## config.mk

```make
export PLATFORM = sky130hd
export DESIGN_NAME = ads8332_avg_mon
export DESIGN_NICKNAME = d
export VERILOG_FILES = /design/src/rtl/ads8332_avg_mon.sv
export SDC_FILE = /design/constraint.sdc
export NUM_CORES = 1
export LEC_CHECK = 0
export CAP_MARGIN = 0
export CORE_MARGIN = 5
export CORE_UTILIZATION = 60
export CTS_BUF_LIST = sky130_fd_sc_hd__clkbuf_8
export DETAILED_ROUTE_END_ITERATION = 6
export PLACE_DENSITY = 0.83
export SLEW_MARGIN = 10
export SYNTH_ARGS = -nofsm -noshare
export SYNTH_HDL_FRONTEND = slang
export SYNTH_SLANG_ARGS = --single-unit
```

## constraint.sdc

```tcl
create_clock -name spi_clk -period 6.92 [get_ports spi_clk]
set_input_delay 1.384 -clock spi_clk [delete_from_list [all_inputs] [get_ports spi_clk]]
set_output_delay 1.384 -clock spi_clk [all_outputs]
set_load 0.01 [all_outputs]
```

## src/rtl/ads8332_avg_mon.sv

```systemverilog
// Per-channel boxcar averager for ADS8332 read frames. It publishes each completed average,
// keeps a readable latest-average register per channel, and raises sticky threshold alarms.
module ads8332_avg_mon #(
  parameter int NUM_CH   = 8,
  parameter int AVG_LOG2 = 4
) (
  input  logic        spi_clk,
  input  logic        sys_rest,
  input  logic        mon_en,
  input  logic [31:0] ads_rd_parameter,
  input  logic        ads_out_valid,
  input  logic [15:0] thr_hi,
  input  logic [15:0] thr_lo,
  input  logic        alarm_clr,
  input  logic [2:0]  rd_ch,
  output logic [15:0] rd_data,
  output logic [15:0] avg_data,
  output logic [2:0]  avg_ch,
  output logic        avg_valid,
  output logic [7:0]  alarm_hi,
  output logic [7:0]  alarm_lo,
  output logic [7:0]  frame_err_cnt,
  output logic [31:0] mon_debug
);

  localparam int            CW       = (AVG_LOG2 == 0) ? 1 : AVG_LOG2;
  localparam int            AW       = 16 + AVG_LOG2;
  localparam logic [CW-1:0] CNT_LAST = CW'((1 << AVG_LOG2) - 1);
  localparam logic [3:0]    NUM_CH_U = 4'(NUM_CH);
  localparam logic [7:0]    CH_MASK  = 8'((1 << NUM_CH) - 1);

  logic [AW-1:0] acc_reg    [NUM_CH];
  logic [CW-1:0] cnt_reg    [NUM_CH];
  logic [15:0]   result_reg [NUM_CH];

  logic [15:0] avg_data_reg, rd_data_reg;
  logic [2:0]  avg_ch_reg;
  logic        avg_valid_reg;
  logic [7:0]  alarm_hi_reg, alarm_lo_reg, frame_err_cnt_reg;

  logic [15:0]   sample_val;
  logic [2:0]    sample_tag;
  logic          tag_ok, accept, win_last;
  logic [AW-1:0] sel_acc, sum_next;
  logic [CW-1:0] sel_cnt;
  logic [15:0]   avg_next, rd_next;
  logic [7:0]    alarm_hi_next, alarm_lo_next;

  assign sample_val = ads_rd_parameter[31:16];
  assign sample_tag = ads_rd_parameter[15:13];
  assign tag_ok     = ({1'b0, sample_tag} < NUM_CH_U);
  assign accept     = ads_out_valid & mon_en & tag_ok;

  // Select the addressed channel's running state; the add completes in the same cycle,
  // so back-to-back frames on one channel always see the freshly written sum.
  always_comb begin
    sel_acc = '0;
    sel_cnt = '0;
    rd_next = '0;
    for (int i = 0; i < NUM_CH; i++) begin
      if (sample_tag == 3'(i)) begin
        sel_acc = acc_reg[i];
        sel_cnt = cnt_reg[i];
      end
      if (rd_ch == 3'(i)) rd_next = result_reg[i];
    end
  end

  assign sum_next = sel_acc + AW'(sample_val);
  assign win_last = (sel_cnt == CNT_LAST);
  assign avg_next = 16'(sum_next >> AVG_LOG2);

  // Alarms look at the average while it is being published; a coincident clear loses to a set.
  always_comb begin
    alarm_hi_next = alarm_clr ? 8'd0 : alarm_hi_reg;
    alarm_lo_next = alarm_clr ? 8'd0 : alarm_lo_reg;
    if (avg_valid_reg) begin
      if (avg_data_reg > thr_hi) alarm_hi_next[avg_ch_reg] = 1'b1;
      if (avg_data_reg < thr_lo) alarm_lo_next[avg_ch_reg] = 1'b1;
    end
    alarm_hi_next = alarm_hi_next & CH_MASK;
    alarm_lo_next = alarm_lo_next & CH_MASK;
  end

  always_ff @(posedge spi_clk) begin
    if (sys_rest) begin
      for (int i = 0; i < NUM_CH; i++) begin
        acc_reg[i]    <= '0;
        cnt_reg[i]    <= '0;
        result_reg[i] <= '0;
      end
      avg_valid_reg     <= 1'b0;
      avg_data_reg      <= '0;
      avg_ch_reg        <= '0;
      alarm_hi_reg      <= '0;
      alarm_lo_reg      <= '0;
      frame_err_cnt_reg <= '0;
      rd_data_reg       <= '0;
    end else begin
      avg_valid_reg <= accept & win_last;
      if (accept & win_last) begin
        avg_data_reg <= avg_next;
        avg_ch_reg   <= sample_tag;
      end
      for (int i = 0; i < NUM_CH; i++) begin
        if (!mon_en) begin
          acc_reg[i] <= '0;
          cnt_reg[i] <= '0;
        end else if (accept && sample_tag == 3'(i)) begin
          if (win_last) begin
            acc_reg[i]    <= '0;
            cnt_reg[i]    <= '0;
            result_reg[i] <= avg_next;
          end else begin
            acc_reg[i] <= sum_next;
            cnt_reg[i] <= cnt_reg[i] + CW'(1);
          end
        end
      end
      if (ads_out_valid && mon_en && !tag_ok && frame_err_cnt_reg != 8'hFF)
        frame_err_cnt_reg <= frame_err_cnt_reg + 8'd1;
      alarm_hi_reg <= alarm_hi_next;
      alarm_lo_reg <= alarm_lo_next;
      rd_data_reg  <= rd_next;
    end
  end

  assign avg_valid     = avg_valid_reg;
  assign avg_data      = avg_data_reg;
  assign avg_ch        = avg_ch_reg;
  assign alarm_hi      = alarm_hi_reg;
  assign alarm_lo      = alarm_lo_reg;
  assign frame_err_cnt = frame_err_cnt_reg;
  assign rd_data       = rd_data_reg;
  assign mon_debug     = {avg_valid_reg, avg_ch_reg, frame_err_cnt_reg[3:0], 8'd0, avg_data_reg};

endmodule

```

==> results.ini, run 1 <==
[sta]
finalHoldViolCount = 0
skew_ns = 0.0519
relSlewSlack = 0.176
fmax_mhz = 188
tns_ns = 0
setup_viol = 0
worst_pin_slew_ns = 1.23
rsz0062_at_grt = no
holdWs_ns = 0.457
slew_viol_final = 0
fin_crit_sh = 0.767
period_needed_ns = 5.31

[floorplan]
fp-row-count = 63
die_area_mm2 = 0.0335
ioPinCount = 164
die_width_um = 183
die_y_um = 183
initial_core_util = 0.607
core_area_mm2 = 0.0296

[setup_path]
crit_chain = buf_2 -> mux2_2 -> a221oi_1 -> a21oi_1 -> a221o_1 -> ha_1 -> o21a_1 -> o211ai_1 -> o2111ai_1 -> nand3b_1 -> nor2b_1 -> nor4_4 -> buf_4 -> nor2_1
cp.buffers_inverters = 2
slowest_stage = nor4_4
startpoint_type = input pin
required_ns = 7.29
path_delay_family = compound AO/OA/AOI/OAI gates
crit_fanout = 32
crit_path_max_incr_delay_ns = 0.62
cp-end-kind = register
critical_path_class = in -> reg
cp.arrival_ns = 5.67

[layout]
final_common_cell = nor2_1
final_area_mm2 = 0.0203
area_growth_syn_to_layout_pct = 13.2
final_nets = 1731
diodes = 0
fillCellCount = 2068
drive_gt1_frac = 0.119
final_cell_mix = nor2_1 (324), edfxtp_1 (320), clkdlybuf4s50_1 (125), inv_1 (83), nand2_1 (73)
largest_register_ffs = 160

[power_and_ir_drop]
p_leak_nw = 8.23
p_per_area_mw_per_mm2 = 241
ir_drop_mv = 0.195

[logic_synthesis]
netlist_instances = 1494
ys_types = 78
ys_warn_count = 0
synth_flop_cell = edfxtp_1
syn_area_mm2 = 0.0180
syn_avg_cell_area_um2 = 12.0
yosysSeqAreaShare = 0.593
async_flop_share = 0
synth-seq-cells = 372
synth_edf_count = 320

[routing]
drt_iter0_markers = 1211
viasPerCell = 6.01
first_pass_iters = 6
drtAntennaViolNets = 0
avgRoutedWirePerCell_um = 21.4
drt-total-wl_mm = 43.7
drcViolationCount = 0
route.vias.total = 12300

[outcome]
status = complete, no violations

[global_routing]
grt_pass1_vias = 12200
grt_max_degree = 78
grt_pass1_wl_mm = 68.2
antenna_found_initial = 1
track_usage = 0.259
overflow = 0

[clock_network]
clkLatencyLatePin_ns = 0.63
cts-buffers-inserted = 58
clock-sinks = 372
cts_max_level = 2
cts_root_buf = clkbuf_8
postCtsSetupRepairBufs = 0
cts_resized = 0
cts_hold_buf = 0
cts_tree = done
clockBufferDepth = 3
clk_pin_slew_ns = 0.06

[run]
max_cap_viol_count = 0

[placed_design]
io_buffers = 130
placed_cell_area_mm2 = 0.0193
gp_congestion = 0.854
dp_hpwl_mm = 27.8

[hold_path]
min_path_type = reg -> reg

worst paths after layout:
check                       startpoint                end  slack, ns  cells past startpoint
setup / recovery  ads_rd_parameter[14]  result_reg[0][29]       1.61                     14
hold / removal             alarm_hi[4]        alarm_hi[4]       0.46                      2
setup reg to reg        acc_reg[1][60]  result_reg[1][58]       2.60                     12
hold reg to reg            alarm_hi[4]        alarm_hi[4]       0.46                      2
cells in the mapped netlist (23+ instances only):
cell / instances / area (um^2)
a21o_1: 28 / 210
a21oi_1: 67 / 335
buf_4: 46 / 345
clkbuf_1: 52 / 195
dfxtp_1: 52 / 1040
edfxtp_1: 320 / 9610
ha_1: 55 / 688
inv_1: 58 / 218
mux4_2: 43 / 968
nand2_1: 73 / 274
nand3_1: 23 / 115
nor2_1: 324 / 1220
o21ai_0: 63 / 315
metal layers:
| layer | vias up | GRT usage | share of wire |
|---|---|---|---|
| met5 | - | 0 | 0.00030 |
| met1 | 5896 | 0.343 | 0.38 |
| li1 | 5574 | - | - |
| met3 | 105 | 0.0417 | 0.088 |
| met2 | 674 | 0.444 | 0.50 |
| met4 | 2 | 0.0831 | 0.032 |
per-stage QoR:
step | setup WS (ns) | cells | utilization | total power [mW]
global route | 1.40 | 2038 | 0.687 | 5.09
CTS | 1.69 | 2038 | 0.687 | 4.91
detailed placement | 1.05 | 1933 | 0.652 | 3.28
global placement | 1.20 | 1933 | 0.652 | 3.25
finish | 1.61 | 2038 | 0.687 | 4.90
floorplan | 1.47 | 1513 | - | 3.04
area by class of cell:
class                      count  area, um^2  area share
multi-input combinational    947        6380       0.314
timing repair buffer         165        1540      0.0757
sequential                   372       10700       0.524
clock inverter                45         210      0.0103
clock buffer                  60         826      0.0406
inverter                      59         221      0.0109
tap                          390         488      0.0240
worst reg2reg max path: cells and delay by family, from the launching register on:
family	cells	cell delay, ns
mux	2	0.75
xor+xnor	1	0.43
compound gates	5	1.44
buf+inv	1	0.30
fa+ha+maj	2	0.66
simple gates	1	0.09
flops	1	0.37
cell families after synthesis:
family,share of synthesized area
buffers and inverters,0.0553
and+or+nand+nor,0.127
muxes,0.0771
adders and majority gates,0.0395
AOI/OAI and AO/OA,0.0921
DFF,0.593
xor gates and xnor gates,0.0153
other,0.000209
where the power goes:
part           internal, mW  total, mW  switching [mW]
clock network         0.810       1.66           0.851
registers              2.55       2.58          0.0381
logic                 0.230      0.658           0.429
No activity file was read; power rests on OpenSTA's default activity.
==> run 2: changes to the inputs <==
clock period = 5.4 ns   (was 6.92 ns; I/O delays follow)
==> results.ini, run 2 (same netlist as run 1, synthesis figures left out) <==
[hold_path]
hold-path-cell-count = 2  ; unchanged
min_path_type = reg -> reg
holdPathEnd = alarm_hi[2]
hp-start = alarm_hi[2]

[setup_path]
rrSetupSlack_ns = 1.45  ; -1.15 ns
required_ns = 5.71  ; -1.58 ns
slowest_stage = xnor2_2
r2r_cells = 12  ; unchanged
critical_path_class = in -> reg
r2r_start = acc_reg[0][60]
rr_endpoint = result_reg[1][42]
cp-end-kind = register
crit_fanout = 16  ; -50%
crit_path_max_incr_delay_ns = 0.76  ; +0.14 ns
startpoint_type = input pin
cp.arrival_ns = 4.87  ; -0.80 ns
crit_chain = buf_2 -> buf_4 -> mux4_2 -> mux2_2 -> ha_1 -> nand3_1 -> o22a_1 -> o2111ai_1 -> nand3b_1 -> nor2b_1 -> xnor2_2 -> nor2_1

[sta]
slew_viol_final = 0  ; unchanged
fin_crit_sh = 0.844
relSlewSlack = 0.349  ; +0.173
holdWs_ns = 0.459  ; +0.00139 ns
rsz0062_at_grt = no
setup_viol = 0  ; unchanged
worst_pin_slew_ns = 0.972  ; -0.262 ns
period_needed_ns = 4.56
fin_ws_ns = 0.841  ; -0.771 ns
finalHoldViolCount = 0  ; unchanged
skew_ns = 0.0463  ; -0.00557 ns
tns_ns = 0  ; unchanged
fmax_mhz = 219

[layout]
largest_register_ffs = 160  ; unchanged
diodes = 0  ; unchanged
final_common_cell = nor2_1
final_area_mm2 = 0.0205  ; +1.0%
postLayoutCoreUtil = 0.695  ; +0.00715
drive_gt1_frac = 0.132  ; +0.0129
final_cell_mix = nor2_1 (324), edfxtp_1 (320), clkdlybuf4s50_1 (125), inv_1 (74), nand2_1 (73)
area_growth_syn_to_layout_pct = 14.4
final_nets = 1758  ; +1.6%

[routing]
viasPerCell = 6.13  ; +2.0%
drt_iter0_markers = 1239  ; +2.3%
first_pass_iters = 7  ; +1
drt-total-wl_mm = 44.9  ; +2.8%
drtAntennaViolNets = 0  ; unchanged
route.vias.total = 12700  ; +3.4%
avgRoutedWirePerCell_um = 21.7  ; +1.4%
drcViolationCount = 5  ; +5

[global_routing]
track_usage = 0.266  ; +0.00714
grt_pass1_vias = 12700  ; +4.3%
grt_max_degree = 77  ; -1.3%
grt_pass1_wl_mm = 69.7  ; +2.3%
overflow = 0  ; unchanged
antenna_found_initial = 0  ; -1

[clock_network]
cts_max_level = 2  ; unchanged
cts_hold_buf = 0  ; unchanged
clock-sinks = 372  ; unchanged
clkLatencyLatePin_ns = 0.64  ; about the same
cts_root_buf = clkbuf_8
clk_pin_slew_ns = 0.06  ; about the same
cts_tree = done
clockBufferDepth = 3  ; unchanged
cts-buffers-inserted = 58  ; unchanged
postCtsSetupRepairBufs = 0  ; unchanged
cts_resized = 0  ; unchanged

[power_and_ir_drop]
share_comb_of_total_power = 0.139  ; +0.005
intPower_mw = 4.59  ; +28%
swShare = 0.272  ; +0.00354
power_frac_seq = 0.525  ; -0.002
p_per_area_mw_per_mm2 = 307  ; +27%
ir_drop_mv = 0.201  ; +3.4%
p_leak_nw = 8.32  ; +1.1%
pwr-share-clk = 0.336  ; -0.003
p_sw_mw = 1.72  ; +30%

[floorplan]
die_y_um = 183  ; unchanged
initial_core_util = 0.607  ; unchanged
die_area_mm2 = 0.0335  ; unchanged
core_area_mm2 = 0.0296  ; unchanged
die_width_um = 183  ; unchanged
ioPinCount = 164  ; unchanged
fp-row-count = 63  ; unchanged

[outcome]
violations = design-rule violations
status = complete, but fails checks

[placed_design]
io_buffers = 130  ; unchanged
detailedPlace.worstSlack_ns = 0.192  ; -0.860 ns
dp_hpwl_mm = 29.2  ; +4.8%
placed_cell_area_mm2 = 0.0195  ; +1.2%
gp_congestion = 0.848  ; -0.71%

[run]
max_cap_viol_count = 0  ; unchanged

==> run 2: cell types whose count changed in the layout (fill, tap and decap cells not counted), sizes merged <==
| cell | delta |
|---|---|
| inv | -9 |
| buf | +27 |
| clkbuf | -2 |
| clkinv | +12 |
==> run 2: stage by stage <==
step | total power, mW | instances
3_3_place_gp | 4.20 | 1960
6_report | 6.31 | 2066
5_1_grt | 6.54 | 2066
3_5_place_dp | 4.24 | 1960
4_1_cts | 6.31 | 2066
2_1_floorplan | 3.90 | 1513
==> run 2: metal layers <==
metal,vias up,routed length (um),GRT usage,part of all wire
met5,-,0,0,0
met1,6143,16000,0.334,0.36
met2,766,22700,0.461,0.50
met3,139,4260,0.0415,0.095
li1,5622,-,-,-
met4,0,1960,0.119,0.044
==> run 2: cell type report <==
class / instances / area, um^2
tap: 390 / 488
clock inverter: 48 / 221
multi-input combinational: 947 / 6380
clock buffer: 58 / 798
fill: 1999 / 9030
timing repair buffer: 192 / 1770
inverter: 59 / 221
sequential: 372 / 10700
==> run 2: worst max-delay path by stage <==
| stage | startpoint | endpoint | slack (ns) |
|---|---|---|---|
| after global placement | ads_rd_parameter[13] | result_reg[1][43] | 0.30 |
| after detailed placement | ads_rd_parameter[13] | acc_reg[0][35] | 0.19 |
| final | ads_rd_parameter[13] | acc_reg[1][75] | 0.84 |
| after CTS | ads_rd_parameter[13] | acc_reg[1][75] | 0.84 |
| after global routing | ads_rd_parameter[13] | acc_reg[1][55] | 0.60 |
| after floorplan | ads_rd_parameter[14] | result_reg[1][44] | 0.25 |
==> run 2: critical path: cells and delay by family <==
kind | cells | cell delay [ns]
AOI/OAI and AO/OA | 2 | 0.58
buffers and inverters | 2 | 0.66
muxes | 2 | 0.81
adders and majority gates | 1 | 0.36
and+or+nand+nor | 4 | 0.59
xor gates and xnor gates | 1 | 0.76
==> run 2: power groups by stage <==
stage,combinational [mW],clock (mW),sequential [mW]
after floorplan,0.538,0,3.36
after global placement,0.838,0,3.36
after detailed placement,0.863,0,3.37
after CTS,0.868,2.13,3.31
after global routing,0.939,2.28,3.32
final,0.878,2.12,3.31
==> RTL change 1, RTL diff (flow settings as in run 1) <==
Put a register stage on the output `mon_debug`, without a reset. The value now appears one clock later. The other outputs are not delayed to match.
--- a/src/rtl/ads8332_avg_mon.sv
+++ b/src/rtl/ads8332_avg_mon.sv
@@ -132,7 +132,9 @@
   assign alarm_lo      = alarm_lo_reg;
   assign frame_err_cnt = frame_err_cnt_reg;
   assign rd_data       = rd_data_reg;
-  assign mon_debug     = {avg_valid_reg, avg_ch_reg, frame_err_cnt_reg[3:0], 8'd0, avg_data_reg};
+  always_ff @(posedge spi_clk) begin
+    mon_debug <= {avg_valid_reg, avg_ch_reg, frame_err_cnt_reg[3:0], 8'd0, avg_data_reg};
+  end
 
 endmodule
 
Function: no difference found for any inputs over 10 cycles, from zero or initial values; that may be too few to reach the edited logic, so the function may still have changed.
==> RTL change 1 against run 1 <==
Worst setup slack got worse by 240 ps; final cell count decreased by 1.5%; design area up 1.7%; synthesized area down 0.68%; via count down 0.15%; non-clock buffer count rose by 12; wire length rose by 1.7%; power rose by 8.5%; sequential cell count up 20; first-iteration DRC count rose by 20%; critical endpoint is now acc_reg[0][59]$_SDFFCE_PN0P_.
==> RTL change 1: results (changes against run 1) <==
metric,value,unit,change
grt_pass1_vias,12257,,+0.54%
firstDrtPassIters,6,,unchanged
hold_depth,0,,-2
synth_flop_cell,edfxtp_1,,
drive_gt1_share,12.6,%,+0.66 points
maxSlewHeadroom,19.6,%,+2.0 points
wl_per_cell,22.1,um,+3.2%
clk_latency,630,ps,about the same
synth_area_leaders,"edfxtp_1, dfxtp_1, nor2_1",,
routed_via_density,6.09,,+1.3%
grt_util_met2,44.6,%,+0.20 points
drt-initial-drc-count,1458,,+20%
cts_setup_buffers,0,,unchanged
cts_buffers,60,,+3.4%
synth_async_sr_flop_share,0,%,unchanged
h-tree-depth,2,,unchanged
vdd_drop_max,0.180,mV,-7.8%
clockRootBuffer,clkbuf_8,,
worstRegToRegCells,11,,-1
crit_path_max_fanout,20,,-38%
antenna_found_initial,0,,-1
grt_use_met1,34.8,%,+0.44 points
ys_seq_area_share,62.0,%,+2.6 points
grt_max_degree,60,,-23%
synth_edf_count,320,,unchanged
status,"finished, final reports clean",,
grt_pass1_wl,68100,um,-0.18%
port_buffers,130,,unchanged
grt.total_usage,26.3,%,+0.40 points
clk_path_buf_depth,3,,unchanged
met3_usage,4.54,%,+0.38 points
arrival,5830,ps,+160 ps
place_congestion,0.885,,+3.7%
nets,1695,,-2.1%
ys_top_cells_by_count,"nor2_1, edfxtp_1, dfxtp_1",,
cts_resized,0,,unchanged
hpwl,28300,um,+1.9%
fin_skew,54.4,ps,+2.46 ps
yosys_warnings,0,,unchanged
finalSetupTns,0,ps,unchanged
largest_reg_flops,160,,unchanged
final.fill_count,2061,,-0.34%
post-place-ws,914,ps,-139 ps
total_leakage_power,0.00827,uW,+0.56%
clk_pin_slew_worst_paths,60,ps,about the same
synthDistinctLibCells,71,,-9.0%
hold_class,flop to flop,,
-- RTL change 1: cell count changes in the layout (fill, tap and decap cells not counted), moves of 8 or more --
cell     before  now
a32o_1        2   15
a22o_1       13    3
nand3_1      23   14
nand2_1      73   41
inv_1        83   68
a221o_1       1   17
buf_4        35   47
a21oi_1      67   59
nor2_1      324  333
o21ai_0      63   52
o22ai_1      17    6
nor2b_1      11    2
or4_1         8    0
dfxtp_1      52   72
-- RTL change 1: final cells by class --
| cell class | count | area (um^2) | area share (%) |
|---|---|---|---|
| Antenna cell | 1 | 2.50 | 0.0121 |
| Inverter | 49 | 184 | 0.890 |
| Tap cell | 390 | 488 | 2.36 |
| Clock inverter | 48 | 315 | 1.53 |
| Timing Repair Buffer | 177 | 1630 | 7.88 |
| Clock buffer | 64 | 881 | 4.26 |
| Multi-Input combinational cell | 887 | 6120 | 29.6 |
| Sequential cell | 392 | 11100 | 53.5 |
-- RTL change 1: final timing paths --
| path | startpoint | to | slack, ps |
|---|---|---|---|
| worst max-delay path | ads_rd_parameter[13] | acc_reg[0][59]$_SDFFCE_PN0P_ | 1380 |
| worst min-delay path | avg_valid$_SDFF_PP0_ | mon_debug[31]$_DFF_P_ | 400 |
| worst max register to register | acc_reg[0][21]$_SDFFCE_PN0P_ | acc_reg[0][59]$_SDFFCE_PN0P_ | 2840 |
| worst min register to register | avg_valid$_SDFF_PP0_ | mon_debug[31]$_DFF_P_ | 400 |
-- RTL change 1: per-stage QoR --
stage / instance area (um^2) / std cells
6_report: 20700 / 2008
2_1_floorplan: 17900 / 1434
3_5_place_dp: 19500 / 1895
5_1_grt: 20700 / 2007
4_1_cts: 20700 / 2007
3_3_place_gp: 19500 / 1895
-- RTL change 1: logic make-up after synthesis --
logic type,after synthesis,share of synthesized area [%]
other,1,0.0210
muxes,93,8.81
adders and majority gates,56,3.97
xor gates and xnor gates,30,1.52
buffers and inverters,155,4.11
AOI/OAI and AO/OA,227,8.58
and+or+nand+nor,461,11.0
DFF,392,62.0
-- RTL change 1: power by group --
group | leakage [uW] | internal, uW | switching, uW | total (uW)
Clock | 0.000685 | 1010 | 905 | 1910
Sequential | 0.00406 | 2670 | 39.4 | 2710
Combinational | 0.00353 | 251 | 449 | 700
Total | 0.00827 | 3930 | 1390 | 5320
-- RTL change 1: critical path, cell delays in order --
cell	delay, ps
buf_2	530
nor2_1	200
and2_0	300
a22o_1	230
a2111oi_0	480
a21oi_1	200
ha_1	350
a211oi_1	90
o21a_1	250
o41a_1	470
o21ai_1	310
nand3b_2	140
xnor2_2	740
nor2_1	130
-- RTL change 1: metal layers --
metal | vias up | routed length, um
met5 | - | 0
met3 | 120 | 4430
met2 | 724 | 22200
li1 | 5456 | -
met4 | 0 | 1430
met1 | 5933 | 16400
==> RTL change 2, RTL diff (settings of run 1) <==
Without the edit above. Change the parameter `AVG_LOG2` from 4 to 5.
--- a/src/rtl/ads8332_avg_mon.sv
+++ b/src/rtl/ads8332_avg_mon.sv
@@ -2,7 +2,7 @@
 // keeps a readable latest-average register per channel, and raises sticky threshold alarms.
 module ads8332_avg_mon #(
   parameter int NUM_CH   = 8,
-  parameter int AVG_LOG2 = 4
+  parameter int AVG_LOG2 = 5
 ) (
   input  logic        spi_clk,
   input  logic        sys_rest,
Formal check against the unedited RTL: no difference found for any inputs over 10 cycles, from zero or initial values; that may be too few to reach the edited logic, so the function may still have changed.
==> RTL change 2 against run 1 <==
Power is 6.1% higher; utilization is 0.88 points higher; wire length is 2.8% higher; register-to-register slack worse by 130 ps; design area is 4.8% higher; critical path depth stayed put; worst setup slack worse by 170 ps; clock skew is 30 ps lower; combinational power is 0.8% lower; sequential cell count is 16 higher; synthesized area is 3.7% higher; critical path type unchanged; largest cell class unchanged.
==> RTL change 2: results (changes against run 1) <==
metric,value,unit,change
status,"finished, final reports clean",,
grt.total_usage,25.9,%,-0.078 points
synthMuxAreaShare,9.35,%,+1.6 points
synthDistinctLibCells,75,,-3.8%
total_leakage_power,0.00844,uW,+2.5%
ys_seq_area_share,59.8,%,+0.45 points
worstHoldEndpoint,alarm_hi[3]$_SDFF_PP0_,,
clk_latency,610,ps,-20 ps
grt_max_degree,54,,-31%
vdd_drop_max,0.171,mV,-12%
arrival,5800,ps,+130 ps
wl_met3,4010,um,+3.7%
firstDrtPassIters,7,,+1
crit_path_max_fanout,29,,-9.4%
grt_use_met1,34.4,%,+0.044 points
port_buffers,130,,unchanged
routed.top_layer,met4,,
synth-compound-area-share,8.23,%,-0.98 points
ys_top_cells_by_count,"edfxtp_1, nor2_1, a21oi_1",,
synth-adder-area-share,3.80,%,-0.14 points
wl_per_cell,21.7,um,+0.98%
cts_buffers,60,,+3.4%
wl_met1,16600,um,-0.73%
met3_usage,4.18,%,+0.016 points
grt_pass1_wl,69100,um,+1.4%
routed_via_density,6.05,,+0.70%
synth_edf_count,336,,+5.0%
worstRegToRegCells,13,,+1
hold_depth,1,,-1
hold_slack,478,ps,+21.3 ps
grt_pass1_vias,12578,,+3.2%
grt_util_met2,43.9,%,-0.53 points
r2r-start,acc_reg[0][63]$_SDFFCE_PN0P_,,
largest_reg_flops,168,,+5.0%
slowest_stage,a21oi_1,,
worstSetupStartpoint,ads_rd_parameter[13],,
met2WireLength,23100,um,+6.3%
synth_area_leaders,"edfxtp_1, mux4_2, nor2_1",,
antenna_found_initial,0,,-1
worst_pin_slew,1040,ps,-193 ps
reg2reg_to,acc_reg[0][79]$_SDFFCE_PN0P_,,
r2r_setup_slack,2470,ps,-130 ps
drt-initial-drc-count,1297,,+7.1%
fin_skew,22.1,ps,-29.8 ps
hpwl,29200,um,+5.1%
drive_gt1_share,13.8,%,+1.9 points
final.fill_count,2065,,-0.15%
place_congestion,0.872,,+2.2%
nets,1755,,+1.4%
==> RTL change 2: report_power, final <==
group | internal, uW | total [uW] | switching [uW]
clock | 966 | 1860 | 893
combinational | 231 | 653 | 422
sequential | 2650 | 2690 | 36.5
==> RTL change 2: per-stage QoR <==
step                      setup WS [ps]  power, uW  instance area [um^2]  instances  util, %
after global placement              981       3350                 20100       1960     65.8
after global routing               1210       5390                 21300       2074     69.6
final                              1440       5200                 21300       2074     69.6
after detailed placement            892       3380                 20100       1960     65.8
after floorplan                    1260       3150                 18700       1517        -
after CTS                          1480       5200                 21300       2073     69.6
==> RTL change 2: area by class of cell <==
cell class | count | area, um^2 | area share (%)
Clock inverter | 46 | 253 | 1.19
Inverter | 55 | 206 | 0.969
Multi-Input combinational cell | 945 | 6660 | 31.3
Timing Repair Buffer | 177 | 1630 | 7.65
Clock buffer | 67 | 922 | 4.33
Tap cell | 396 | 495 | 2.33
Sequential cell | 388 | 11100 | 52.3
